$ cat src/rtl/melody_sequencer.sv
// melody_sequencer: command-driven melody playback controller.
// Fetches 12-bit note words from the melody ROM, holds each note for
// duration x UNIT_CYCLES clocks, inserts GAP_UNITS x UNIT_CYCLES clocks of
// silence after each note, and handles play/stop/pause/loop control.
module melody_sequencer #(
   parameter int ADDR_W      = 5,
   parameter int LAST_ADDR   = 24,
   parameter int UNIT_CYCLES = 1500000,
   parameter int GAP_UNITS   = 1
) (
   input  logic              clk,
   input  logic              rst_n,
   input  logic              play,
   input  logic              stop,
   input  logic              pause,
   input  logic              loop_en,
   output logic [ADDR_W-1:0] rom_addr,
   input  logic [11:0]       rom_data,
   output logic [7:0]        note_code,
   output logic              gate,
   output logic              busy,
   output logic              done
);

   localparam int CNT_W = (UNIT_CYCLES > 1) ? $clog2(UNIT_CYCLES) : 1;
   localparam int GAP_W = (GAP_UNITS > 1) ? $clog2(GAP_UNITS) : 1;
   localparam bit HAS_GAP = (GAP_UNITS > 0);

   localparam logic [CNT_W-1:0]  CNT_LAST  = CNT_W'(UNIT_CYCLES - 1);
   localparam logic [GAP_W-1:0]  GAP_LAST  = GAP_W'((GAP_UNITS > 0) ? GAP_UNITS - 1 : 0);
   localparam logic [ADDR_W-1:0] ADDR_LAST = ADDR_W'(LAST_ADDR);

   typedef enum logic [2:0] {
      S_IDLE,
      S_FETCH,
      S_LOAD,
      S_PLAY,
      S_GAP
   } state_t;

   state_t            r_state;
   logic [ADDR_W-1:0] r_rom_addr;
   logic [7:0]        r_note_code;
   logic              r_gate;
   logic              r_busy;
   logic              r_done;
   logic [CNT_W-1:0]  r_cnt;
   logic [3:0]        r_units;
   logic [GAP_W-1:0]  r_gap;

   logic [3:0] w_dur;
   logic [7:0] w_code;
   logic       w_unit_wrap;
   logic       w_note_end;
   logic       w_gap_end;
   logic       w_advance;
   logic       w_marker;
   logic       w_eos;

   assign w_dur       = rom_data[3:0];
   assign w_code      = rom_data[11:4];
   assign w_unit_wrap = (r_cnt == CNT_LAST);
   // Last counted cycle of the sounding part of a note.
   assign w_note_end  = (r_state == S_PLAY) && !pause && w_unit_wrap && (r_units == 4'd1);
   // Last counted cycle of the silence gap.
   assign w_gap_end   = (r_state == S_GAP) && !pause && w_unit_wrap && (r_gap == GAP_LAST);
   // The note (plus its gap, if any) is finished and the next address is due.
   assign w_advance   = HAS_GAP ? w_gap_end : w_note_end;
   assign w_marker    = (r_state == S_LOAD) && (w_dur == 4'd0);
   // End of song: explicit marker, or finishing the note at the last address.
   assign w_eos       = w_marker || (w_advance && (r_rom_addr == ADDR_LAST));

   assign rom_addr  = r_rom_addr;
   assign note_code = r_note_code;
   assign gate      = r_gate;
   assign busy      = r_busy;
   assign done      = r_done;

   // Playback state machine with all outputs registered.
   always_ff @(posedge clk or negedge rst_n) begin
      if (!rst_n) begin
         r_state     <= S_IDLE;
         r_rom_addr  <= '0;
         r_note_code <= '0;
         r_gate      <= 1'b0;
         r_busy      <= 1'b0;
         r_done      <= 1'b0;
         r_cnt       <= '0;
         r_units     <= '0;
         r_gap       <= '0;
      end else begin
         r_done <= 1'b0;
         if (stop) begin
            r_state     <= S_IDLE;
            r_rom_addr  <= '0;
            r_note_code <= '0;
            r_gate      <= 1'b0;
            r_busy      <= 1'b0;
            r_cnt       <= '0;
            r_units     <= '0;
            r_gap       <= '0;
         end else if (w_eos) begin
            r_done     <= 1'b1;
            r_gate     <= 1'b0;
            r_rom_addr <= '0;
            r_cnt      <= '0;
            r_units    <= '0;
            r_gap      <= '0;
            if (loop_en) begin
               r_state <= S_FETCH;
            end else begin
               r_state     <= S_IDLE;
               r_busy      <= 1'b0;
               r_note_code <= '0;
            end
         end else begin
            case (r_state)
               S_IDLE: begin
                  if (play) begin
                     r_state    <= S_FETCH;
                     r_rom_addr <= '0;
                     r_busy     <= 1'b1;
                  end
               end
               S_FETCH: r_state <= S_LOAD;
               S_LOAD: begin
                  // Marker case is handled by the end-of-song branch.
                  r_note_code <= w_code;
                  r_gate      <= (w_code != 8'd0);
                  r_units     <= w_dur;
                  r_cnt       <= '0;
                  r_state     <= S_PLAY;
               end
               S_PLAY: begin
                  if (pause) begin
                     r_gate <= 1'b0;
                  end else if (w_unit_wrap) begin
                     r_cnt <= '0;
                     if (r_units == 4'd1) begin
                        r_gate  <= 1'b0;
                        r_units <= '0;
                        if (HAS_GAP) begin
                           r_state <= S_GAP;
                           r_gap   <= '0;
                        end else begin
                           r_rom_addr <= r_rom_addr + ADDR_W'(1);
                           r_state    <= S_FETCH;
                        end
                     end else begin
                        r_units <= r_units - 4'd1;
                        r_gate  <= (r_note_code != 8'd0);
                     end
                  end else begin
                     r_cnt  <= r_cnt + CNT_W'(1);
                     r_gate <= (r_note_code != 8'd0);
                  end
               end
               S_GAP: begin
                  if (!pause) begin
                     if (w_unit_wrap) begin
                        r_cnt <= '0;
                        if (r_gap == GAP_LAST) begin
                           r_gap      <= '0;
                           r_rom_addr <= r_rom_addr + ADDR_W'(1);
                           r_state    <= S_FETCH;
                        end else begin
                           r_gap <= r_gap + GAP_W'(1);
                        end
                     end else begin
                        r_cnt <= r_cnt + CNT_W'(1);
                     end
                  end
               end
               default: r_state <= S_IDLE;
            endcase
         end
      end
   end

endmodule

$ cat config.mk
export PLATFORM = sky130hd
export DESIGN_NAME = melody_sequencer
export DESIGN_NICKNAME = d
export VERILOG_FILES = /design/src/rtl/melody_sequencer.sv
export SDC_FILE = /design/constraint.sdc
export NUM_CORES = 1
export LEC_CHECK = 0
export ABC_CLOCK_PERIOD_IN_PS = 2900
export CORE_UTILIZATION = 40
export CTS_CLUSTER_DIAMETER = 80
export DETAILED_ROUTE_END_ITERATION = 10
export DONT_BUFFER_PORTS = 1
export HOLD_SLACK_MARGIN = 0.03
export REMOVE_ABC_BUFFERS = 1
export SLEW_MARGIN = 20
export SYNTH_ARGS = -nofsm -noshare
export SYNTH_HDL_FRONTEND = slang
export SYNTH_SLANG_ARGS = --single-unit
$ cat constraint.sdc
create_clock -name clk -period 2.9 [get_ports clk]
set_clock_uncertainty 0.15 [all_clocks]
set_input_delay 0.435 -clock clk [delete_from_list [all_inputs] [get_ports clk]]
set_output_delay 0.435 -clock clk [all_outputs]
set_load 0.005 [all_outputs]
==> metrics.txt, run 1 <==
# TYPE chip_impl_metric gauge
chip_impl_metric{name="postLayoutCoreUtil",unit="%"} 45.02
chip_impl_info{name="synthFlopType",value="sky130_fd_sc_hd__dfrtp_1"} 1
chip_impl_info{name="clockRootBuffer",value="sky130_fd_sc_hd__clkbuf_8"} 1
chip_impl_metric{name="design.final.nets",unit=""} 286
chip_impl_metric{name="std_cell_rows",unit=""} 29
chip_impl_metric{name="fillers",unit=""} 590
chip_impl_metric{name="number_of_antenna_violations_at_the_first_check_in_global_routing",unit=""} 0
chip_impl_metric{name="route.vias.total",unit=""} 1993
chip_impl_metric{name="synth_enable_flop_cells",unit=""} 0
chip_impl_info{name="setup.worst_path.start_class",value="flop"} 1
chip_impl_metric{name="numCtsBuffers",unit=""} 5
chip_impl_metric{name="final_antenna_net_count",unit=""} 0
chip_impl_metric{name="clkTransAtPathRegs",unit="ns"} 0.09
chip_impl_metric{name="global_route_wire_length_before_repair",unit="µm"} 9729
chip_impl_metric{name="timing_hold_violations_final",unit=""} 0
chip_impl_metric{name="drive_above_1_share",unit="%"} 13.64
chip_impl_info{name="timing.rr.end",value="rom_addr[4]$_DFFE_PN0P_"} 1
chip_impl_metric{name="setup_slack",unit="ns"} 0.4463
chip_impl_metric{name="leakagePower",unit="nW"} 1.206
chip_impl_metric{name="power_per_cell_area",unit="nW/µm²"} 580.2
chip_impl_metric{name="yosysTopAreaCellShare",unit="%"} 41.79
chip_impl_metric{name="floorplan.die.width",unit="µm"} 83.17
chip_impl_metric{name="crit_path_max_fanout",unit=""} 12
chip_impl_metric{name="vias_in_the_first_global_route",unit=""} 1993
chip_impl_info{name="cp-end-kind",value="flop"} 1
chip_impl_metric{name="period_needed",unit="ns"} 2.454
chip_impl_metric{name="ctsResizeCount",unit=""} 0
chip_impl_metric{name="use_met1",unit="%"} 24.30
chip_impl_metric{name="overflow",unit=""} 0
chip_impl_metric{name="cts_setup_buffers",unit=""} 0
chip_impl_metric{name="clock_latency_of_the_later_clocked_register_in_the_worst_skew_pair",unit="ns"} 0.30
chip_impl_metric{name="max-slew-margin-rel",unit="%"} 43.20
chip_impl_metric{name="drt_drc_violations_left",unit=""} 0
chip_impl_info{name="synth_top_cell_by_area",value="sky130_fd_sc_hd__dfrtp_1"} 1
chip_impl_info{name="min-delay-start",value="rom_data[4]"} 1
chip_impl_metric{name="floorplan.io_pins",unit=""} 34
chip_impl_info{name="critPathSlowestCell",value="sky130_fd_sc_hd__dfrtp_1"} 1
chip_impl_metric{name="firstDrtPassIters",unit=""} 4
chip_impl_metric{name="grtUsageMet2",unit="%"} 25.63
chip_impl_metric{name="min_delay_path_depth",unit=""} 1
chip_impl_metric{name="drt_iter0_drc",unit=""} 128
chip_impl_info{name="timing.setup.critical_path_class",value="flop to flop"} 1
chip_impl_metric{name="multiInputGateArea",unit="µm²"} 1424
chip_impl_metric{name="timing.critical_path.required",unit="ns"} 2.94
chip_impl_metric{name="synthesis.area_per_instance",unit="µm²"} 10.17
chip_impl_metric{name="grt_util_met3",unit="%"} 4.374
chip_impl_metric{name="yosysSeqAreaShare",unit="%"} 41.79
chip_impl_metric{name="crit_arrival",unit="ns"} 2.50
chip_impl_metric{name="timing.final.setup_violations",unit=""} 0
chip_impl_info{name="final_cell_mix",value="44 x sky130_fd_sc_hd__dfrtp_1, 23 x sky130_fd_sc_hd__nor2_1, 15 x sky130_fd_sc_hd__nand2_1"} 1
chip_impl_info{name="path_cells",value="nor4b_4 > nand4_2 > o31ai_4 > buf_4 > o31ai_1 > a22o_1"} 1
chip_impl_metric{name="per_cell_via_count_in_the_routed_design",unit=""} 5.845
chip_impl_metric{name="antenna_cells_inserted",unit=""} 0
chip_impl_info{name="timing.critical_path.max_delay_family",value="compound AO/OA/AOI/OAI gates"} 1
chip_impl_info{name="tritoncts_clock_tree",value="yes"} 1
chip_impl_metric{name="timing_worst_slew_pin_value",unit="ns"} 0.8455
chip_impl_metric{name="place.port_buffers",unit=""} 0
chip_impl_metric{name="yosys_warnings",unit=""} 0
chip_impl_metric{name="critPathMaxStageDelay",unit="ns"} 0.55
chip_impl_info{name="run_status",value="finished clean"} 1
chip_impl_metric{name="hold_slack",unit="ns"} 0.1155
chip_impl_metric{name="vdd_drop_max",unit="V"} 0.0002364
chip_impl_metric{name="finalMaxSlewViolations",unit=""} 0
chip_impl_metric{name="h-tree-depth",unit=""} 2
chip_impl_metric{name="cts_sinks",unit=""} 44
chip_impl_metric{name="die-area",unit="µm²"} 6916
chip_impl_metric{name="area_delta_synth_final",unit="%"} 8.499
chip_impl_metric{name="post-route-period-util",unit="%"} 84.61
chip_impl_metric{name="ff_latch_area",unit="µm²"} 1101
chip_impl_metric{name="reg2regPathDepth",unit=""} 6
chip_impl_metric{name="clock.fmax",unit="MHz"} 407.5
chip_impl_metric{name="grt_start_max_net_pins",unit=""} 45
chip_impl_metric{name="timing.critical_path.buf_inv",unit=""} 1
chip_impl_info{name="worst_r2r_startpoint",value="r_state[0]$_DFFE_PN0P_"} 1
chip_impl_metric{name="cts-root-to-sink-buffers",unit=""} 2
chip_impl_info{name="global_route.peak_usage_layer",value="met2"} 1
chip_impl_info{name="final_common_cell",value="sky130_fd_sc_hd__dfrtp_1"} 1
chip_impl_info{name="worstHoldPathType",value="input port to flop"} 1
chip_impl_metric{name="die-height",unit="µm"} 83.17
chip_impl_metric{name="placer_congestion",unit=""} 0.8485
chip_impl_metric{name="final.setup.tns",unit="ns"} 0
chip_impl_metric{name="syn_inst",unit=""} 259
chip_impl_info{name="worst_hold_path.endpoint",value="note_code[0]$_DFFE_PN0P_"} 1
chip_impl_metric{name="synthArstFlopShare",unit="%"} 100.0
chip_impl_metric{name="routedWlPerCell",unit="µm"} 16.61
chip_impl_metric{name="groute.usage.overall",unit="%"} 17.14
chip_impl_metric{name="finalWirelength",unit="µm"} 5664
chip_impl_metric{name="synthesis.area",unit="µm²"} 2635
chip_impl_metric{name="place_ws",unit="ns"} 0.4468
chip_impl_metric{name="place.detailed.hpwl",unit="µm"} 3943
chip_impl_info{name="synth_area_leaders",value="sky130_fd_sc_hd__dfrtp_1 42%, sky130_fd_sc_hd__a22o_1 4.0%, sky130_fd_sc_hd__xnor2_1 4.0%"} 1
chip_impl_info{name="rsz_0062_raised_after_global_routing",value="false"} 1
chip_impl_metric{name="r2r_setup_slack",unit="ns"} 0.45
chip_impl_metric{name="start_util",unit="%"} 41.50
chip_impl_metric{name="core-area",unit="µm²"} 6350
chip_impl_metric{name="synth_seq_cells",unit=""} 44
chip_impl_metric{name="post_synth_num_cell_types",unit=""} 57
chip_impl_metric{name="maxCapViolations",unit=""} 0
[power by group]
| part | switching, mW | total (mW) | internal [mW] |
|---|---|---|---|
| clock network | 0.222 | 0.477 | 0.255 |
| registers | 0.100 | 0.776 | 0.676 |
| logic | 0.222 | 0.405 | 0.184 |
| total | 0.544 | 1.66 | 1.11 |
[how the worst max path moves through the flow]
stage / from / to / depth (start not counted)
detailed placement: r_state[0]$_DFFE_PN0P_ / rom_addr[4]$_DFFE_PN0P_ / 6
floorplan: r_state[0]$_DFFE_PN0P_ / note_code[0]$_DFFE_PN0P_ / 5
CTS: r_state[0]$_DFFE_PN0P_ / rom_addr[4]$_DFFE_PN0P_ / 6
global route: r_state[0]$_DFFE_PN0P_ / rom_addr[4]$_DFFE_PN0P_ / 6
global placement: r_state[0]$_DFFE_PN0P_ / rom_addr[0]$_DFFE_PN0P_ / 6
finish: r_state[0]$_DFFE_PN0P_ / rom_addr[4]$_DFFE_PN0P_ / 6
[cell usage after synthesis (2+ instances only)]
| library cell | instances |
|---|---|
| sky130_fd_sc_hd__a211o_1 | 3 |
| sky130_fd_sc_hd__a211oi_1 | 4 |
| sky130_fd_sc_hd__a21oi_1 | 6 |
| sky130_fd_sc_hd__a221o_1 | 2 |
| sky130_fd_sc_hd__a22o_1 | 12 |
| sky130_fd_sc_hd__and2_1 | 3 |
| sky130_fd_sc_hd__and3_1 | 5 |
| sky130_fd_sc_hd__and4_1 | 3 |
| sky130_fd_sc_hd__and4bb_2 | 2 |
| sky130_fd_sc_hd__buf_2 | 3 |
| sky130_fd_sc_hd__buf_6 | 3 |
| sky130_fd_sc_hd__clkbuf_1 | 3 |
| sky130_fd_sc_hd__dfrtp_1 | 44 |
| sky130_fd_sc_hd__ha_1 | 5 |
| sky130_fd_sc_hd__inv_1 | 9 |
| sky130_fd_sc_hd__mux2_2 | 5 |
| sky130_fd_sc_hd__nand2_1 | 15 |
| sky130_fd_sc_hd__nand2b_1 | 2 |
| sky130_fd_sc_hd__nand3_1 | 7 |
| sky130_fd_sc_hd__nand4_1 | 6 |
| sky130_fd_sc_hd__nand4_2 | 3 |
| sky130_fd_sc_hd__nor2_1 | 23 |
| sky130_fd_sc_hd__nor2b_1 | 6 |
| sky130_fd_sc_hd__nor3_1 | 10 |
| sky130_fd_sc_hd__nor3b_1 | 5 |
| sky130_fd_sc_hd__nor4_1 | 7 |
| sky130_fd_sc_hd__nor4b_1 | 2 |
| sky130_fd_sc_hd__o211ai_1 | 2 |
| sky130_fd_sc_hd__o21ai_0 | 5 |
| sky130_fd_sc_hd__o21bai_1 | 2 |
| sky130_fd_sc_hd__o31ai_1 | 6 |
| sky130_fd_sc_hd__o31ai_4 | 2 |
| sky130_fd_sc_hd__or3_1 | 3 |
| sky130_fd_sc_hd__xnor2_1 | 12 |
| sky130_fd_sc_hd__xor2_1 | 7 |
[area by class of cell]
type	instances	area share (%)
multi-input cells	194	49.80
flip-flops and latches	44	38.51
well taps	77	3.370
repair buffers	9	3.239
clock buffers	5	2.407
clock inverters	3	1.488
inverters	9	1.182
[flip-flops by register name, indices dropped and copies added, names as in the netlist]
signal / cells
note_code: 8
busy: 1
gate: 1
r_units: 4
r_cnt: 21
r_state: 3
rom_addr: 5
done: 1
[per-layer routing]
layer  vias to the layer above  routed length (µm)
li1                        970                   -
met1                       961                2736
met2                        56                2582
met3                         6                 288
met4                         0                  57
met5                         -                   0
[worst register-to-register path: stages, from the launching register on]
cell and delay (ns):
sky130_fd_sc_hd__dfrtp_1 0.55, sky130_fd_sc_hd__nor4b_4 0.43, sky130_fd_sc_hd__nand4_2 0.23, sky130_fd_sc_hd__o31ai_4 0.42
sky130_fd_sc_hd__buf_4 0.23, sky130_fd_sc_hd__o31ai_1 0.09, sky130_fd_sc_hd__a22o_1 0.25
[kinds of logic (layout without fill, tap and decap cells)]
family | after synthesis | in the layout | synth area share (%)
AOI/OAI and AO/OA | 53 | 53 | 17.05
xor gates and xnor gates | 19 | 19 | 6.315
adders and majority gates | 5 | 5 | 2.374
buffers and inverters | 21 | 26 | 4.178
DFF | 44 | 44 | 41.79
muxes | 5 | 5 | 2.137
and+or+nand+nor | 112 | 112 | 26.16
[metrics by stage]
stage | cells | power, mW | instance area, µm²
after floorplan | 247 | 1.059 | 2559
after global placement | 330 | 1.177 | 2700
after detailed placement | 330 | 1.177 | 2700
after CTS | 341 | 1.675 | 2859
after global routing | 341 | 1.755 | 2859
final | 341 | 1.659 | 2859
[what timing repair did]
item,in CTS,in global routing
setup endpoints to repair,0,0
hold endpoints to repair,45,0
hold buffers,3,0
Note: power is estimated with default switching activity, not from simulation.
==> inputs of run 2 (changes only) <==
- ABC_CLOCK_PERIOD_IN_PS: 2900 -> 2400
- clock period: 2.9 -> 2.4 ns (I/O delays scaled with it)
==> run 2 against run 1 <==
  * Global-route usage up 0.54 points
  * Wire length up 3.6%
  * Clock power down 8.4%
  * Sequential cell count unchanged
  * Register-to-register slack worse by 0.32 ns
  * First-iteration DRC count down 17%
  * Sequential share of layout area down 1.7 points
  * Maximum frequency up 7.7%
  * Power up 16%
  * Utilization up 2.1 points
  * Clock-buffer cell count up 1
  * Worst hold slack worse by 0.063 ns
  * Critical path type unchanged
  * Critical endpoint is now note_code[7]$_DFFE_PN0P_
  * Highest routed layer unchanged
==> metrics.txt, run 2 (same netlist as run 1, synthesis figures left out) <==
# TYPE chip_impl_metric gauge
chip_impl_info{name="timing.setup.critical_path_class",value="flop to flop"} 1
chip_impl_metric{name="largest_reg_flops",unit=""} 21
chip_impl_metric{name="route.vias.total",unit=""} 2078
chip_impl_metric{name="final_cell_count_no_fill",unit=""} 360
chip_impl_metric{name="global_route_wire_length_before_repair",unit="µm"} 9846
chip_impl_metric{name="firstDrtPassIters",unit=""} 4
chip_impl_metric{name="leakagePower",unit="nW"} 1.298
chip_impl_metric{name="timing.critical_path.required",unit="ns"} 2.48
chip_impl_metric{name="start_util",unit="%"} 41.50
chip_impl_metric{name="floorplan.io_pins",unit=""} 34
chip_impl_metric{name="crit_path_max_fanout",unit=""} 8
chip_impl_info{name="registers.top_by_ff_count",value="r_cnt"} 1
chip_impl_info{name="critPathSlowestCell",value="sky130_fd_sc_hd__o32ai_4"} 1
chip_impl_info{name="timing.critical_path.max_delay_family",value="compound AO/OA/AOI/OAI gates"} 1
chip_impl_metric{name="final_antenna_net_count",unit=""} 0
chip_impl_metric{name="crit_arrival",unit="ns"} 2.36
chip_impl_metric{name="floorplan.die.width",unit="µm"} 83.17
chip_impl_metric{name="ff_latch_area",unit="µm²"} 1101
chip_impl_info{name="run_status",value="finished clean"} 1
chip_impl_metric{name="post-place-cells",unit=""} 346
chip_impl_metric{name="groute.usage.overall",unit="%"} 17.68
chip_impl_metric{name="fillers",unit=""} 601
chip_impl_metric{name="cts-root-to-sink-buffers",unit=""} 2
chip_impl_metric{name="final.setup.tns",unit="ns"} 0
chip_impl_metric{name="maxCapViolations",unit=""} 0
chip_impl_metric{name="timing_hold_violations_final",unit=""} 0
chip_impl_metric{name="clock_latency_of_the_later_clocked_register_in_the_worst_skew_pair",unit="ns"} 0.29
chip_impl_info{name="final_cell_mix",value="44 x sky130_fd_sc_hd__dfrtp_1, 25 x sky130_fd_sc_hd__buf_4, 23 x sky130_fd_sc_hd__nor2_1"} 1
chip_impl_metric{name="grt_start_max_net_pins",unit=""} 45
chip_impl_metric{name="grt_util_met3",unit="%"} 3.380
chip_impl_metric{name="drt_drc_violations_left",unit=""} 0
chip_impl_metric{name="std_cell_rows",unit=""} 29
chip_impl_metric{name="use_met1",unit="%"} 25.10
chip_impl_metric{name="finalMaxSlewViolations",unit=""} 0
chip_impl_metric{name="place.port_buffers",unit=""} 0
chip_impl_info{name="path_cells",value="nor4b_4 > nand4_2 > o31a_1 > o32ai_4 > a22o_1"} 1
chip_impl_metric{name="max-slew-margin-rel",unit="%"} 66.62
chip_impl_info{name="cp-end-kind",value="flop"} 1
chip_impl_metric{name="area_delta_synth_final",unit="%"} 13.58
chip_impl_metric{name="vias_in_the_first_global_route",unit=""} 2057
chip_impl_metric{name="number_of_antenna_violations_at_the_first_check_in_global_routing",unit=""} 0
chip_impl_info{name="tritoncts_clock_tree",value="yes"} 1
chip_impl_info{name="worstHoldPathType",value="input port to flop"} 1
chip_impl_metric{name="die-area",unit="µm²"} 6916
chip_impl_metric{name="multiInputGateArea",unit="µm²"} 1429
chip_impl_metric{name="core-area",unit="µm²"} 6350
chip_impl_metric{name="design.final.nets",unit=""} 306
chip_impl_metric{name="clock.fmax",unit="MHz"} 439.1
chip_impl_metric{name="routedWlPerCell",unit="µm"} 16.30
chip_impl_metric{name="cts_sinks",unit=""} 44
chip_impl_metric{name="per_cell_via_count_in_the_routed_design",unit=""} 5.772
chip_impl_metric{name="die-height",unit="µm"} 83.17
chip_impl_metric{name="finalWirelength",unit="µm"} 5867
chip_impl_metric{name="place.detailed.hpwl",unit="µm"} 4291
chip_impl_info{name="clockRootBuffer",value="sky130_fd_sc_hd__clkbuf_8"} 1
chip_impl_metric{name="critPathMaxStageDelay",unit="ns"} 0.43
chip_impl_info{name="global_route.peak_usage_layer",value="met2"} 1
chip_impl_metric{name="vdd_drop_max",unit="V"} 0.0004120
chip_impl_info{name="rsz_0062_raised_after_global_routing",value="false"} 1
chip_impl_info{name="final_common_cell",value="sky130_fd_sc_hd__dfrtp_1"} 1
chip_impl_metric{name="placer_congestion",unit=""} 0.7906
chip_impl_metric{name="timing_worst_slew_pin_value",unit="ns"} 0.4977
chip_impl_metric{name="period_needed",unit="ns"} 2.277
chip_impl_metric{name="clkTransAtPathRegs",unit="ns"} 0.08
chip_impl_metric{name="drt_iter0_drc",unit=""} 106
chip_impl_metric{name="overflow",unit=""} 0
chip_impl_metric{name="post-route-period-util",unit="%"} 94.89
chip_impl_info{name="setup.worst_path.start_class",value="flop"} 1
chip_impl_metric{name="grtUsageMet2",unit="%"} 26.68
chip_impl_metric{name="timing.critical_path.buf_inv",unit=""} 0
chip_impl_metric{name="numCtsBuffers",unit=""} 5
chip_impl_metric{name="timing.final.setup_violations",unit=""} 0
chip_impl_metric{name="dpl-instance-area",unit="µm²"} 2833
chip_impl_metric{name="drive_above_1_share",unit="%"} 19.43
chip_impl_metric{name="r2r_setup_slack",unit="ns"} 0.12
chip_impl_metric{name="power_per_cell_area",unit="nW/µm²"} 645.2
chip_impl_metric{name="antenna_cells_inserted",unit=""} 0
chip_impl_metric{name="h-tree-depth",unit=""} 2
chip_impl_metric{name="final_design_area_no_fill",unit="µm²"} 2993
## run 2: cell count changes in the layout (fill, tap and decap cells not counted), sizes merged
cell	delta
bufinv	-1
clkinvlp	-1
buf	+20
clkbuf	+1
## run 2: timing repair
| item | in CTS | in global routing |
|---|---|---|
| hold buffers | 3 | 0 |
| gates resized for setup | 0 | 1 |
| endpoints found under the setup margin | 0 | 10 |
| setup buffers | 0 | 4 |
| hold endpoints to repair | 45 | 0 |
## run 2: worst paths after layout
check / endpoint / cells past startpoint / start
hold / removal: note_code[0]$_DFFE_PN0P_ / 1 / rom_data[4]
setup reg to reg: note_code[7]$_DFFE_PN0P_ / 5 / r_state[0]$_DFFE_PN0P_
setup / recovery: note_code[7]$_DFFE_PN0P_ / 5 / r_state[0]$_DFFE_PN0P_
hold reg to reg: r_units[1]$_DFFE_PN0P_ / 1 / r_units[1]$_DFFE_PN0P_
max in group asynchronous: busy$_DFFE_PN0P_ / 2 / rst_n
min in group asynchronous: r_cnt[19]$_DFFE_PN0P_ / 2 / rst_n
## run 2: final cells by class
cell class                 instances  share of cell area, %
inverter                           9                  1.129
timing repair buffer              29                  8.528
sequential                        44                  36.79
multi-input combinational        194                  47.74
clock buffer                       6                  2.425
clock inverter                     1                 0.1672
tap                               77                  3.219
## run 2: power breakdown
group / leakage [nW] / internal (mW) / switching, mW / total [mW]
sequential: 0.604 / 0.817 / 0.0749 / 0.892
combinational: 0.653 / 0.273 / 0.329 / 0.602
clock: 0.0410 / 0.198 / 0.239 / 0.437
total: 1.30 / 1.29 / 0.643 / 1.93
## run 2: through the flow
step / total power [mW] / utilization, % / worst slack, ns / hold slack (ns)
global placement: 1.471 / 44.61 / 0.1415 / -0.08450
CTS: 1.952 / 46.58 / 0.06085 / 0.04589
detailed placement: 1.482 / 44.61 / 0.07974 / -0.08440
floorplan: 1.280 / - / 0.009206 / -0.08559
global route: 2.050 / 47.13 / 0.01820 / 0.04937
finish: 1.931 / 47.13 / 0.1226 / 0.05274
## run 2: per-layer routing
layer / vias to the layer above / part of all wire, %
met5: - / 0
met4: 0 / 1.2
met3: 5 / 5.2
met2: 58 / 46
met1: 1011 / 48
li1: 1004 / -
==> inputs of run 3 (changes only) <==
- CORE_ASPECT_RATIO: default -> 0.5
==> run 3 against run 2 <==
  * Clock power is 62% higher
  * Worst hold slack improved by 0.0092 ns
  * Die area increased by 0.28%
  * Largest power group unchanged
  * Largest cell class unchanged
  * Highest routed layer unchanged
  * Worst setup slack lost 0.045 ns
==> metrics.txt, run 3 (same netlist as run 1, synthesis figures left out) <==
# TYPE chip_impl_metric gauge
chip_impl_metric{name="timing.critical_path.required",unit="ns"} 2.40
chip_impl_metric{name="r2r_setup_slack",unit="ns"} 0.08
chip_impl_metric{name="groute.usage.overall",unit="%"} 19.85
chip_impl_metric{name="clkTransAtPathRegs",unit="ns"} 0.06
chip_impl_metric{name="critPathMaxStageDelay",unit="ns"} 0.45
chip_impl_metric{name="grt_start_max_net_pins",unit=""} 45
chip_impl_info{name="setup.worst_path.start_class",value="flop"} 1
chip_impl_info{name="worst_r2r_startpoint",value="r_cnt[5]$_DFFE_PN0P_"} 1
chip_impl_metric{name="post-route-period-util",unit="%"} 96.78
chip_impl_metric{name="place.detailed.hpwl",unit="µm"} 4376
chip_impl_metric{name="clock.fmax",unit="MHz"} 430.5
chip_impl_info{name="worstHoldPathType",value="input port to flop"} 1
chip_impl_info{name="worst_hold_path.endpoint",value="note_code[0]$_DFFE_PN0P_"} 1
chip_impl_metric{name="area_delta_synth_final",unit="%"} 18.14
chip_impl_metric{name="finalWirelength",unit="µm"} 6129
chip_impl_metric{name="largest_reg_flops",unit=""} 21
chip_impl_metric{name="period_needed",unit="ns"} 2.323
chip_impl_metric{name="vdd_drop_max",unit="V"} 0.0003336
chip_impl_info{name="path_cells",value="nor4b_4 > nand4_2 > buf_4 > o31ai_1 > a221o_1 > buf_12 > o21ai_0"} 1
chip_impl_metric{name="final.setup.tns",unit="ns"} 0
chip_impl_metric{name="cts_sinks",unit=""} 44
chip_impl_info{name="run_status",value="finished clean"} 1
chip_impl_metric{name="maxCapViolations",unit=""} 0
chip_impl_metric{name="h-tree-depth",unit=""} 2
chip_impl_metric{name="drt_iter0_drc",unit=""} 116
chip_impl_metric{name="route.vias.total",unit=""} 2091
chip_impl_info{name="timing.rr.end",value="r_cnt[15]$_DFFE_PN0P_"} 1
chip_impl_metric{name="antenna_cells_inserted",unit=""} 0
chip_impl_metric{name="placer_congestion",unit=""} 0.8149
chip_impl_metric{name="core-area",unit="µm²"} 6206
chip_impl_info{name="final_cell_mix",value="44 x sky130_fd_sc_hd__dfrtp_1, 26 x sky130_fd_sc_hd__buf_4, 23 x sky130_fd_sc_hd__nor2_1"} 1
chip_impl_info{name="critPathSlowestCell",value="sky130_fd_sc_hd__dfrtp_1"} 1
chip_impl_info{name="timing.setup.critical_path_class",value="flop to flop"} 1
chip_impl_info{name="registers.top_by_ff_count",value="r_cnt"} 1
chip_impl_metric{name="crit_arrival",unit="ns"} 2.33
chip_impl_metric{name="std_cell_rows",unit=""} 20
chip_impl_metric{name="floorplan.die.width",unit="µm"} 116.8
chip_impl_metric{name="total_power",unit="mW"} 2.245
chip_impl_metric{name="place.port_buffers",unit=""} 0
chip_impl_metric{name="max-slew-margin-rel",unit="%"} 71.02
chip_impl_metric{name="reg2regPathDepth",unit=""} 7
chip_impl_metric{name="firstDrtPassIters",unit=""} 4
chip_impl_metric{name="finalMaxSlewViolations",unit=""} 0
chip_impl_metric{name="power_per_cell_area",unit="nW/µm²"} 721.3
chip_impl_metric{name="postLayoutCoreUtil",unit="%"} 50.16
chip_impl_metric{name="vias_in_the_first_global_route",unit=""} 2041
chip_impl_metric{name="start_util",unit="%"} 42.46
chip_impl_metric{name="number_of_antenna_violations_at_the_first_check_in_global_routing",unit=""} 0
chip_impl_metric{name="cts-root-to-sink-buffers",unit=""} 2
chip_impl_metric{name="floorplan.io_pins",unit=""} 34
chip_impl_info{name="cp-end-kind",value="flop"} 1
chip_impl_metric{name="timing.final.setup_violations",unit=""} 0
chip_impl_metric{name="place_ws",unit="ns"} 0.008392
chip_impl_info{name="tritoncts_clock_tree",value="yes"} 1
chip_impl_metric{name="per_cell_via_count_in_the_routed_design",unit=""} 5.621
chip_impl_metric{name="dpl-instance-area",unit="µm²"} 2854
chip_impl_metric{name="crit_path_max_fanout",unit=""} 19
chip_impl_metric{name="overflow",unit=""} 0
chip_impl_metric{name="drive_above_1_share",unit="%"} 20.07
chip_impl_metric{name="min_delay_path_depth",unit=""} 1
chip_impl_metric{name="routedWlPerCell",unit="µm"} 16.48
chip_impl_metric{name="leakagePower",unit="nW"} 1.347
chip_impl_metric{name="timing_hold_violations_final",unit=""} 0
chip_impl_metric{name="global_route_wire_length_before_repair",unit="µm"} 10270
chip_impl_metric{name="final_design_area_no_fill",unit="µm²"} 3113
chip_impl_metric{name="die-area",unit="µm²"} 6936
chip_impl_metric{name="die-height",unit="µm"} 59.39
chip_impl_info{name="min-delay-start",value="rom_data[4]"} 1
chip_impl_metric{name="design.final.nets",unit=""} 307
chip_impl_metric{name="timing_worst_slew_pin_value",unit="ns"} 0.4286
chip_impl_metric{name="clock_latency_of_the_later_clocked_register_in_the_worst_skew_pair",unit="ns"} 0.28
chip_impl_metric{name="drt_drc_violations_left",unit=""} 0
chip_impl_metric{name="numCtsBuffers",unit=""} 5
chip_impl_metric{name="fillers",unit=""} 574
chip_impl_metric{name="final_antenna_net_count",unit=""} 0
chip_impl_metric{name="setup_slack",unit="ns"} 0.07718
chip_impl_info{name="final_common_cell",value="sky130_fd_sc_hd__dfrtp_1"} 1
chip_impl_info{name="clockRootBuffer",value="sky130_fd_sc_hd__clkbuf_16"} 1
-- run 3: area by class of cell --
cell class                 count  area [µm²]  area share (%)
tap                           88       110.1           3.537
inverter                       9       33.78           1.085
multi-input combinational    194        1453           46.66
clock buffer                   7       152.6           4.904
timing repair buffer          30       262.8           8.441
sequential                    44        1101           35.37
-- run 3: stage by stage --
step,cells,hold slack (ns)
finish,372,0.06192
global route,372,0.05994
CTS,368,0.05966
detailed placement,358,-0.08475
global placement,358,-0.08470
floorplan,247,-0.08559
-- run 3: routing by layer --
layer,GRT usage [%],routed length [µm],up-vias
met3,5.215,266,7
met4,7.052,82,0
met5,0,0,-
li1,-,-,1018
met2,30.43,2722,41
met1,27.35,3057,1025
-- run 3: worst max-delay path by stage --
stage                                 from                       end  slack (ns)  cells past startpoint
floorplan           r_state[0]$_DFFE_PN0P_  note_code[0]$_DFFE_PN0P_       0.009                      5
global placement    r_state[1]$_DFFE_PN0P_  note_code[4]$_DFFE_PN0P_        0.07                      7
detailed placement  r_state[1]$_DFFE_PN0P_  note_code[1]$_DFFE_PN0P_       0.008                      7
CTS                   r_cnt[5]$_DFFE_PN0P_   rom_addr[0]$_DFFE_PN0P_        0.05                      6
global route          r_cnt[5]$_DFFE_PN0P_     r_cnt[15]$_DFFE_PN0P_       -0.02                      7
finish                r_cnt[5]$_DFFE_PN0P_     r_cnt[15]$_DFFE_PN0P_        0.08                      7
-- run 3: where the power goes --
part	leakage, nW	total, mW	switching (mW)	internal [mW]
registers	0.604	0.905	0.0864	0.819
clock network	0.0760	0.707	0.270	0.437
logic	0.667	0.633	0.333	0.300
-- run 3: worst max-delay path: cells and delay by family (launching register included) --
kind            cells  cell delay, ns
simple gates        2            0.55
buf+inv             2            0.38
flops               1            0.45
compound gates      3            0.65
-- run 3: timing repair --
action | 4_1_cts | 5_1_grt
pin swaps | 0 | 4
resized for setup | 1 | 3
endpoints found under the hold margin | 45 | 0
setup endpoints to repair | 3 | 11
setup buffers | 0 | 4
hold buffers | 3 | 0
